==> src/rtl/reg_bank_pkg.sv <==
// Shared types and constants for the arbitrated two-port register bank.
package reg_bank_pkg;

    localparam int DW     = 16;
    localparam int P_CORE = 0;
    localparam int P_DBG  = 1;

    typedef enum logic [1:0] {
        FREE = 2'd0,
        OWN0 = 2'd1,
        OWN1 = 2'd2
    } arb_state_t;

    // Ports allowed to compete for a grant in a given arbiter state.
    function automatic logic [1:0] state_mask(arb_state_t s);
        case (s)
            OWN0:    return 2'b01;
            OWN1:    return 2'b10;
            default: return 2'b11;
        endcase
    endfunction

endpackage

==> src/rtl/rr_arb2.sv <==
// Two-way round-robin grant; mask restricts which ports may win, pointer is the last-granted port.
module rr_arb2 (
    input  logic       CLK,
    input  logic       RES,
    input  logic [1:0] valid,
    input  logic [1:0] mask,
    input  logic       upd,
    input  logic       upd_port,
    output logic [1:0] grant
);

    logic       last;
    logic [1:0] req;

    // Reset value 1 makes port 0 the favoured port after reset.
    always_ff @(posedge CLK or posedge RES) begin
        if (RES) begin
            last <= 1'b1;
        end else if (upd) begin
            last <= upd_port;
        end
    end

    always_comb begin
        req   = valid & mask;
        grant = 2'b00;
        case (req)
            2'b01:   grant = 2'b01;
            2'b10:   grant = 2'b10;
            2'b11:   grant = last ? 2'b01 : 2'b10;
            default: grant = 2'b00;
        endcase
    end

endmodule

==> src/rtl/reg_bank_arbiter.sv <==
// Two-port arbitrated register bank with a lock FSM, lock idle timeout and registered read data.
module reg_bank_arbiter
    import reg_bank_pkg::*;
#(
    parameter int  NREG     = 8,
    parameter int  LOCK_TMO = 16,
    localparam int AW       = $clog2(NREG)
) (
    input  logic          CLK,
    input  logic          RES,
    input  logic [1:0]    rq_valid,
    output logic [1:0]    rq_ready,
    input  logic [1:0]    rq_we,
    input  logic [1:0]    rq_lock,
    input  logic [AW-1:0] rq_addr0,
    input  logic [AW-1:0] rq_addr1,
    input  logic [DW-1:0] rq_wdata0,
    input  logic [DW-1:0] rq_wdata1,
    output logic [1:0]    rsp_valid,
    output logic [DW-1:0] rsp_rdata
);

    localparam int CW = $clog2(LOCK_TMO) + 1;

    arb_state_t    state, state_nxt;
    logic [CW-1:0] idle_cnt, idle_nxt;
    logic [1:0]    mask, grant, acc;
    logic          sel, own, tmo;
    logic          a_we, a_lock;
    logic [AW-1:0] a_addr;
    logic [DW-1:0] a_wdata;
    logic [DW-1:0] bank [NREG];

    assign mask     = state_mask(state);
    assign rq_ready = RES ? 2'b00 : grant;
    assign acc      = rq_valid & rq_ready;
    assign sel      = acc[P_DBG];
    assign own      = (state == OWN1);
    assign a_we     = rq_we[sel];
    assign a_lock   = rq_lock[sel];
    assign a_addr   = sel ? rq_addr1 : rq_addr0;
    assign a_wdata  = sel ? rq_wdata1 : rq_wdata0;

    // On timeout the pointer is set to the owner so the waiting port is favoured next.
    rr_arb2 u_arb (
        .CLK      (CLK),
        .RES      (RES),
        .valid    (rq_valid),
        .mask     (mask),
        .upd      ((|acc) | tmo),
        .upd_port (tmo ? own : sel),
        .grant    (grant)
    );

    always_ff @(posedge CLK or posedge RES) begin
        if (RES) begin
            state    <= FREE;
            idle_cnt <= '0;
        end else begin
            state    <= state_nxt;
            idle_cnt <= idle_nxt;
        end
    end

    always_comb begin
        state_nxt = state;
        idle_nxt  = '0;
        tmo       = 1'b0;
        case (state)
            FREE: begin
                if ((|acc) && a_lock) begin
                    state_nxt = sel ? OWN1 : OWN0;
                end
            end
            OWN0, OWN1: begin
                if (idle_cnt == CW'(LOCK_TMO - 1)) begin
                    tmo       = 1'b1;
                    state_nxt = FREE;
                end else if ((|acc) && !a_lock) begin
                    state_nxt = FREE;
                end else begin
                    idle_nxt = rq_valid[own] ? '0 : idle_cnt + CW'(1);
                end
            end
            default: state_nxt = FREE;
        endcase
    end

    always_ff @(posedge CLK or posedge RES) begin
        if (RES) begin
            for (int k = 0; k < NREG; k++) begin
                bank[k] <= '0;
            end
            rsp_valid <= 2'b00;
            rsp_rdata <= '0;
        end else begin
            rsp_valid <= 2'b00;
            if (|acc) begin
                if (a_we) begin
                    bank[a_addr] <= a_wdata;
                end else begin
                    rsp_valid <= acc;
                    rsp_rdata <= bank[a_addr];
                end
            end
        end
    end

endmodule

==> config.mk <==
export PLATFORM = sky130hd
export DESIGN_NAME = reg_bank_arbiter
export DESIGN_NICKNAME = d
export VERILOG_FILES = /design/src/rtl/reg_bank_pkg.sv /design/src/rtl/rr_arb2.sv /design/src/rtl/reg_bank_arbiter.sv
export SDC_FILE = /design/constraint.sdc
export NUM_CORES = 1
export LEC_CHECK = 0
export CAP_MARGIN = 15
export CORE_MARGIN = 2
export CORE_UTILIZATION = 55
export DETAILED_ROUTE_END_ITERATION = 8
export PLACE_DENSITY = 0.75
export SYNTH_ARGS = -nofsm -noshare
export SYNTH_HDL_FRONTEND = slang
export SYNTH_SLANG_ARGS = --single-unit
==> constraint.sdc <==
create_clock -name CLK -period 14.15 [get_ports CLK]
set_input_delay 2.83 -clock CLK [delete_from_list [all_inputs] [get_ports CLK]]
set_output_delay 2.83 -clock CLK [all_outputs]
set_load 0.005 [all_outputs]
# --- Word-level counts from Yosys, hierarchy flattened ---
# Index checks and enable logic that the tools add are counted.
classes:
  order_cmp: 4
  eq_ne: 8
  n_bitwise: 5
  muxes: 32
  n_reduce_logical: 10
  add_sub_neg: 1
ops:
  columns: ["cell", "count"]
  rows:
  - ["$bwmux 128", 1]
  - ["$mux 16", 4]
  - ["$bmux 16 s3", 1]
  - ["$demux 16 s3", 1]
  - ["$mux 5", 4]
  - ["$mux 2", 8]
  - ["$mux 1", 9]
  - ["$pmux 2 s2", 2]
  - ["$eq 2x2->1 const B", 3]
  - ["$pmux 2 s3", 1]
  - ["$reduce_and 2->1", 3]
  - ["$add 5x1->5 const B", 1]
  - ["$eq 5x4->1 const B", 1]
  - ["$and 2x2->2", 2]
  - ["$eq 2x1->1 const B", 2]
  - ["$ge 4x4->1 const B", 1]
  - ["$lt 1x2->1 const B", 2]
  - ["$lt 4x1->1 const B", 1]
  - ["$not 3->4", 1]
  - ["$reduce_or 2->1", 2]
  - ["$logic_and 1x1->1", 3]
  - ["$mux 3", 1]
  - ["$ne 3x3->1 const B", 1]
  - ["$logic_not 2->1", 1]
  - ["4 further kinds", 4]
word_totals:
  regBits: 154
  wordCells: 73
  out_inout_bits: 20
  in_bits: 46

# --- Logic depth before layout (Yosys ltp) ---
logic_depth:
  ltp_word: 14
  ltp_mapped: 10
  ltp_nobuf: 8

# --- By module ---
# From an unflattened synthesis, not the netlist that was laid out.
unflattened:
  hier_cells: 601
  hier_area_um2: 8446.9
by_module_without_submodules:
  columns: ["module", "cells_per_inst", "seq_area_each_um2", "area_each_um2", "n_inst"]
  rows:
  - ["reg_bank_arbiter", 595, 3828.7, 8381.8, 1]
  - ["rr_arb2", 6, 26.3, 65.1, 1]

# --- Worst setup path after synthesis ---
# OpenSTA, ideal clock, no wires.
synth_path:
  path_kind: "input to output"
  start: "in rq_valid[0]"
  end: "out rq_ready[1]"
  required_ns: 11.320
  n_path_buf: 2
  setup_slack_ns: 7.502
  arrival_ns: 3.818
  cell_stages: 5
  path_cell_list: "nand3b_1 clkbuf_1 nand2_1 clkinv_1 clkbuf_1"
synth_between:
  elab_chain_cells: 4
  elab_cells_between_ends: 6
  classes_between: "3 x eq/ne; 2 x mux; 1 x bitwise"
synth_lines:
  columns: ["element", "line_no", "text"]
  rows:
  - ["start: declaration", "reg_bank_arbiter.sv:11", "input logic [1:0] rq_valid,"]
  - ["$and 2x2->2 *", "rr_arb2.sv:25", "req = valid & mask;"]
  - ["$eq 2x2->1 or $eq 2x1->1 (tied branches)", "rr_arb2.sv:27", "case (req)"]
  - ["$pmux 2 s3 *", "rr_arb2.sv:27", null]
  - ["$mux 2 *", "reg_bank_arbiter.sv:35", "assign rq_ready = RES ? 2'b00 : grant;"]
  - ["end: declaration", "reg_bank_arbiter.sv:12", "output logic [1:0] rq_ready,"]
# Mark *: on every way between the ends. The rest lies on a longest branch, timed or not.

# --- Worst setup path after layout ---
layout_path:
  start: "in RES"
  end: "out rq_ready[1]"
layout_between:
  elab_chain_cells: 1
layout_lines:
  columns: ["element", "line_no", "text"]
  rows:
  - ["start: declaration", "reg_bank_arbiter.sv:10", "input logic RES,"]
  - ["$mux 2", "reg_bank_arbiter.sv:35", null]
# Every way passes these cells.

==> impl_metrics.csv <==
group,metric,value,unit
synth,synthXorXnorAreaFrac,0.00188,
synth,yosysWarnings,0,
status,status,"finished, final reports clean",
critical_path,cp.arrival,5.43,ns
critical_path,rrSetupSlack,10.39,ns
synth,yosysTopAreaCell,"dfrtp_1",
synth,synth-main-ff-cell,"dfrtp_1",
synth,syn_nets,1008,
critical_path,end_kind,"output port",
synth,synth_top_area_share,0.411,
route,drc_errors,0,
synth,synth_top_family_by_area,"compound AO/OA/AOI/OAI gates",
sta,finalHoldViolations,0,
synth,ys_seq_elements,154,
critical_path,slowest_stage,"buf_4",
route,dr.pass1.iters,5,
clock_tree,cts_hold_buf,0,
finish,final_util,0.641,
synth,synth_cells,956,
sta,max_freq,121,MHz
placement,pre_cts_ws,5.91,ns
power_and_ir_drop,switchingPower,607,uW
clock_tree,cts.sinks,154,
power_and_ir_drop,p_per_area,172,mW/mm^2
synth,synthAdderAreaFrac,0.00805,
critical_path,worst_path_most_repeated_cell,"clkdlybuf4s50_1",
placement,place_area,0.0100,mm^2
global_routing,grt_pass1_vias,7316,
worst_hold_path,hp-class,"reg2reg",
clock_tree,numCtsBuffers,17,
global_routing,groute.usage.overall,0.283,
synth,synth_mux_area_frac,0.177,
sta,rsz0062_at_grt,"no",
worst_hold_path,worstHoldStart,"idle_cnt[0]",
worst_hold_path,min_to,"idle_cnt[0]",
synth,synth-edff-count,0,
route,vias,7620,
worst_hold_path,hold_depth,1,
floorplan,die_y,134,um
clock_tree,clk_latency,0.43,ns
route,initialDrtViolationCount,753,
power_and_ir_drop,p_int,1230,uW
critical_path,setup.worst_path.class,"in2out",
critical_path,critPathMaxStageDelay,0.67,ns
global_routing,antenna_found_initial,0,
run,max-cap-violations,0,
synth,yosysUniqueCellTypes,47,
critical_path,cp.required,11.32,ns
critical_path,r2r_start,"state[1]",
finish,fin_area,0.0106,mm^2
power_and_ir_drop,p_clk_frac,0.256,
clock_tree,clkTransAtPathRegs,0.06,ns
finish,antennaDiodeCount,0,
global_routing,grt_pass1_wl,39.5,mm
power_and_ir_drop,pwr-share-seq,0.413,
sta,maxSlewHeadroom,0.204,
route,viasPerCell,6.31,
critical_path,cp_cell_sequence,"clkdlybuf4s50_1, nor3b_2, buf_4, nand2_1, clkinv_1, clkdlybuf4s50_1",
floorplan,design.core.area,0.0166,mm^2
global_routing,grt_overflow,0,
critical_path,r2r-end,"bank[11]",
critical_path,r2r_cells,8,
sta,drv_slew,0,
route,antenna_left,0,
synth,yosysSeqAreaShare,0.414,
placement,dp_hpwl,13.8,mm
critical_path,start_kind,"input port",
route,routed_wl,24.9,mm
sta,tightest_slew,1.19,ns
floorplan,boundaryPins,66,
critical_path,cp_max_fo,72,
floorplan,die-area,0.0180,mm^2
floorplan,start_util,0.562,
route,wl_per_cell,20.7,um
synth,syn_area,0.00932,mm^2
sta,setup_violations,0,
clock_tree,cts.repair.resized,0,
floorplan,rows,47,
clock_tree,cts_root_buf,"clkbuf_16",
finish,area_delta_synth_final,14.1,%
sta,min_period_over_period,0.584,
power_and_ir_drop,fin_total_pwr,1830,uW
finish,drive_gt1_frac,0.210,
clock_tree,clockBufferDepth,2,
power_and_ir_drop,static-leakage-power,0.00445,uW
sta,finalSetupTns,0,ns
synth,syn_avg_cell_area,9.75,um^2
finish,fin_nets,1028,
power_and_ir_drop,swShare,0.331,
synth,synth_compound_area_frac,0.180,
sta,period_minus_slack,8.26,ns
synth,async_flop_share,1.00,
synth,yosys.area_share.simple,0.179,
sta,setup_ws,5.89,ns
power_and_ir_drop,p_comb_frac,0.331,
global_routing,grt_max_degree,106,
clock_tree,cts_setup_buffers,0,
clock_tree,cts_tree,"done",
sta,clock_skew,0.00657,ns
clock_tree,htreeDepth,4,
placement,numPortBuffers,65,
placement,routabilityCongestion,0.775,
synth,yosys-top-cells-area,"dfrtp_1 (41%), mux2_2 (17%), nand2b_1 (8.9%), nand2_1 (6.6%), a211oi_1 (5.2%)",
power_and_ir_drop,peakVddDrop,0.0987,mV
floorplan,die_x,134,um
-- final cells by class --
type | count | area [um^2]
fill | 1326 | 5950
multi-input combinational | 715 | 5110
sequential | 154 | 3850
timing repair buffer | 81 | 766
clock buffer | 23 | 478
tap | 220 | 275
clock inverter | 7 | 116
inverter | 7 | 31.3
-- per-stage QoR --
stage | hold slack, ns | cells
after floorplan | 0.433 | 956
after global placement | 0.455 | 1177
after detailed placement | 0.465 | 1177
after CTS | 0.473 | 1207
after global routing | 0.490 | 1207
final | 0.468 | 1207
-- sequential cells by signal, summed over array words and instances, names as in the netlist --
register    flops
bank          128
idle_cnt        5
rsp_rdata      16
rsp_valid       2
state           2
u_arb.last      1
-- power groups by stage --
stage | clock network, uW | logic (uW) | registers, uW
2_1_floorplan | 0 | 438 | 733
3_3_place_gp | 0 | 586 | 752
3_5_place_dp | 0 | 603 | 762
4_1_cts | 471 | 606 | 756
5_1_grt | 490 | 664 | 786
6_report | 469 | 606 | 758
-- logic make-up after synthesis --
| group | Yosys count |
|---|---|
| and+or+nand+nor | 327 |
| AOI/OAI and AO/OA | 234 |
| DFF | 154 |
| muxes | 146 |
| buffers and inverters | 87 |
| adders and majority gates | 6 |
| xor gates and xnor gates | 2 |
-- placed cells by master, fill, tap and decap left out, drive strengths merged, types with 2 or more instances in the layout --
cell | synthesis | routed
nand3 | 2 | 2
clkdlybuf4s50 | 0 | 63
and3 | 2 | 2
o22ai | 48 | 48
nor2 | 9 | 9
clkbuf | 57 | 23
nand2 | 165 | 165
a311oi | 16 | 16
bufinv | 0 | 3
mux2 | 145 | 145
nand2b | 133 | 133
a22oi | 48 | 48
clkinv | 1 | 4
nor3 | 2 | 2
o31ai | 2 | 2
o2111ai | 16 | 16
a211oi | 65 | 65
o21ai | 11 | 11
nand4 | 3 | 3
dfrtp | 153 | 153
and2 | 2 | 2
a21oi | 23 | 23
buf | 23 | 18
inv | 6 | 6
nor4b | 2 | 2
ha | 6 | 6
-- worst max-delay path by stage --
stage                     cells after the start     endpoint  startpoint  slack, ns
after floorplan                               1      bank[0]         RES       7.17
after global placement                        6  rq_ready[1]         RES       5.94
after detailed placement                      6  rq_ready[1]         RES       5.91
after CTS                                     6  rq_ready[1]         RES       5.90
after global routing                          6  rq_ready[1]         RES       5.73
final                                         6  rq_ready[1]         RES       5.89
-- worst max-delay path: cells and delay by family --
| kind | cells | cell delay, ns |
|---|---|---|
| simple gates | 2 | 0.37 |
| buf+inv | 4 | 2.15 |
-- synth_stat cells, drive strengths merged (9+ instances only) --
library cell  instances
o2111ai              16
a21oi                23
nand2               165
dfrtp               153
o21ai                11
clkbuf               57
nand2b              133
a211oi               65
a22oi                48
buf                  23
a311oi               16
mux2                145
o22ai                48
nor2                  9
-- metal layers --
metal,GRT usage,part of all wire
met2,0.448,0.46
met3,0.0639,0.073
met5,0,0
met1,0.386,0.44
met4,0.0988,0.022
(Power assumes the default switching activity.)
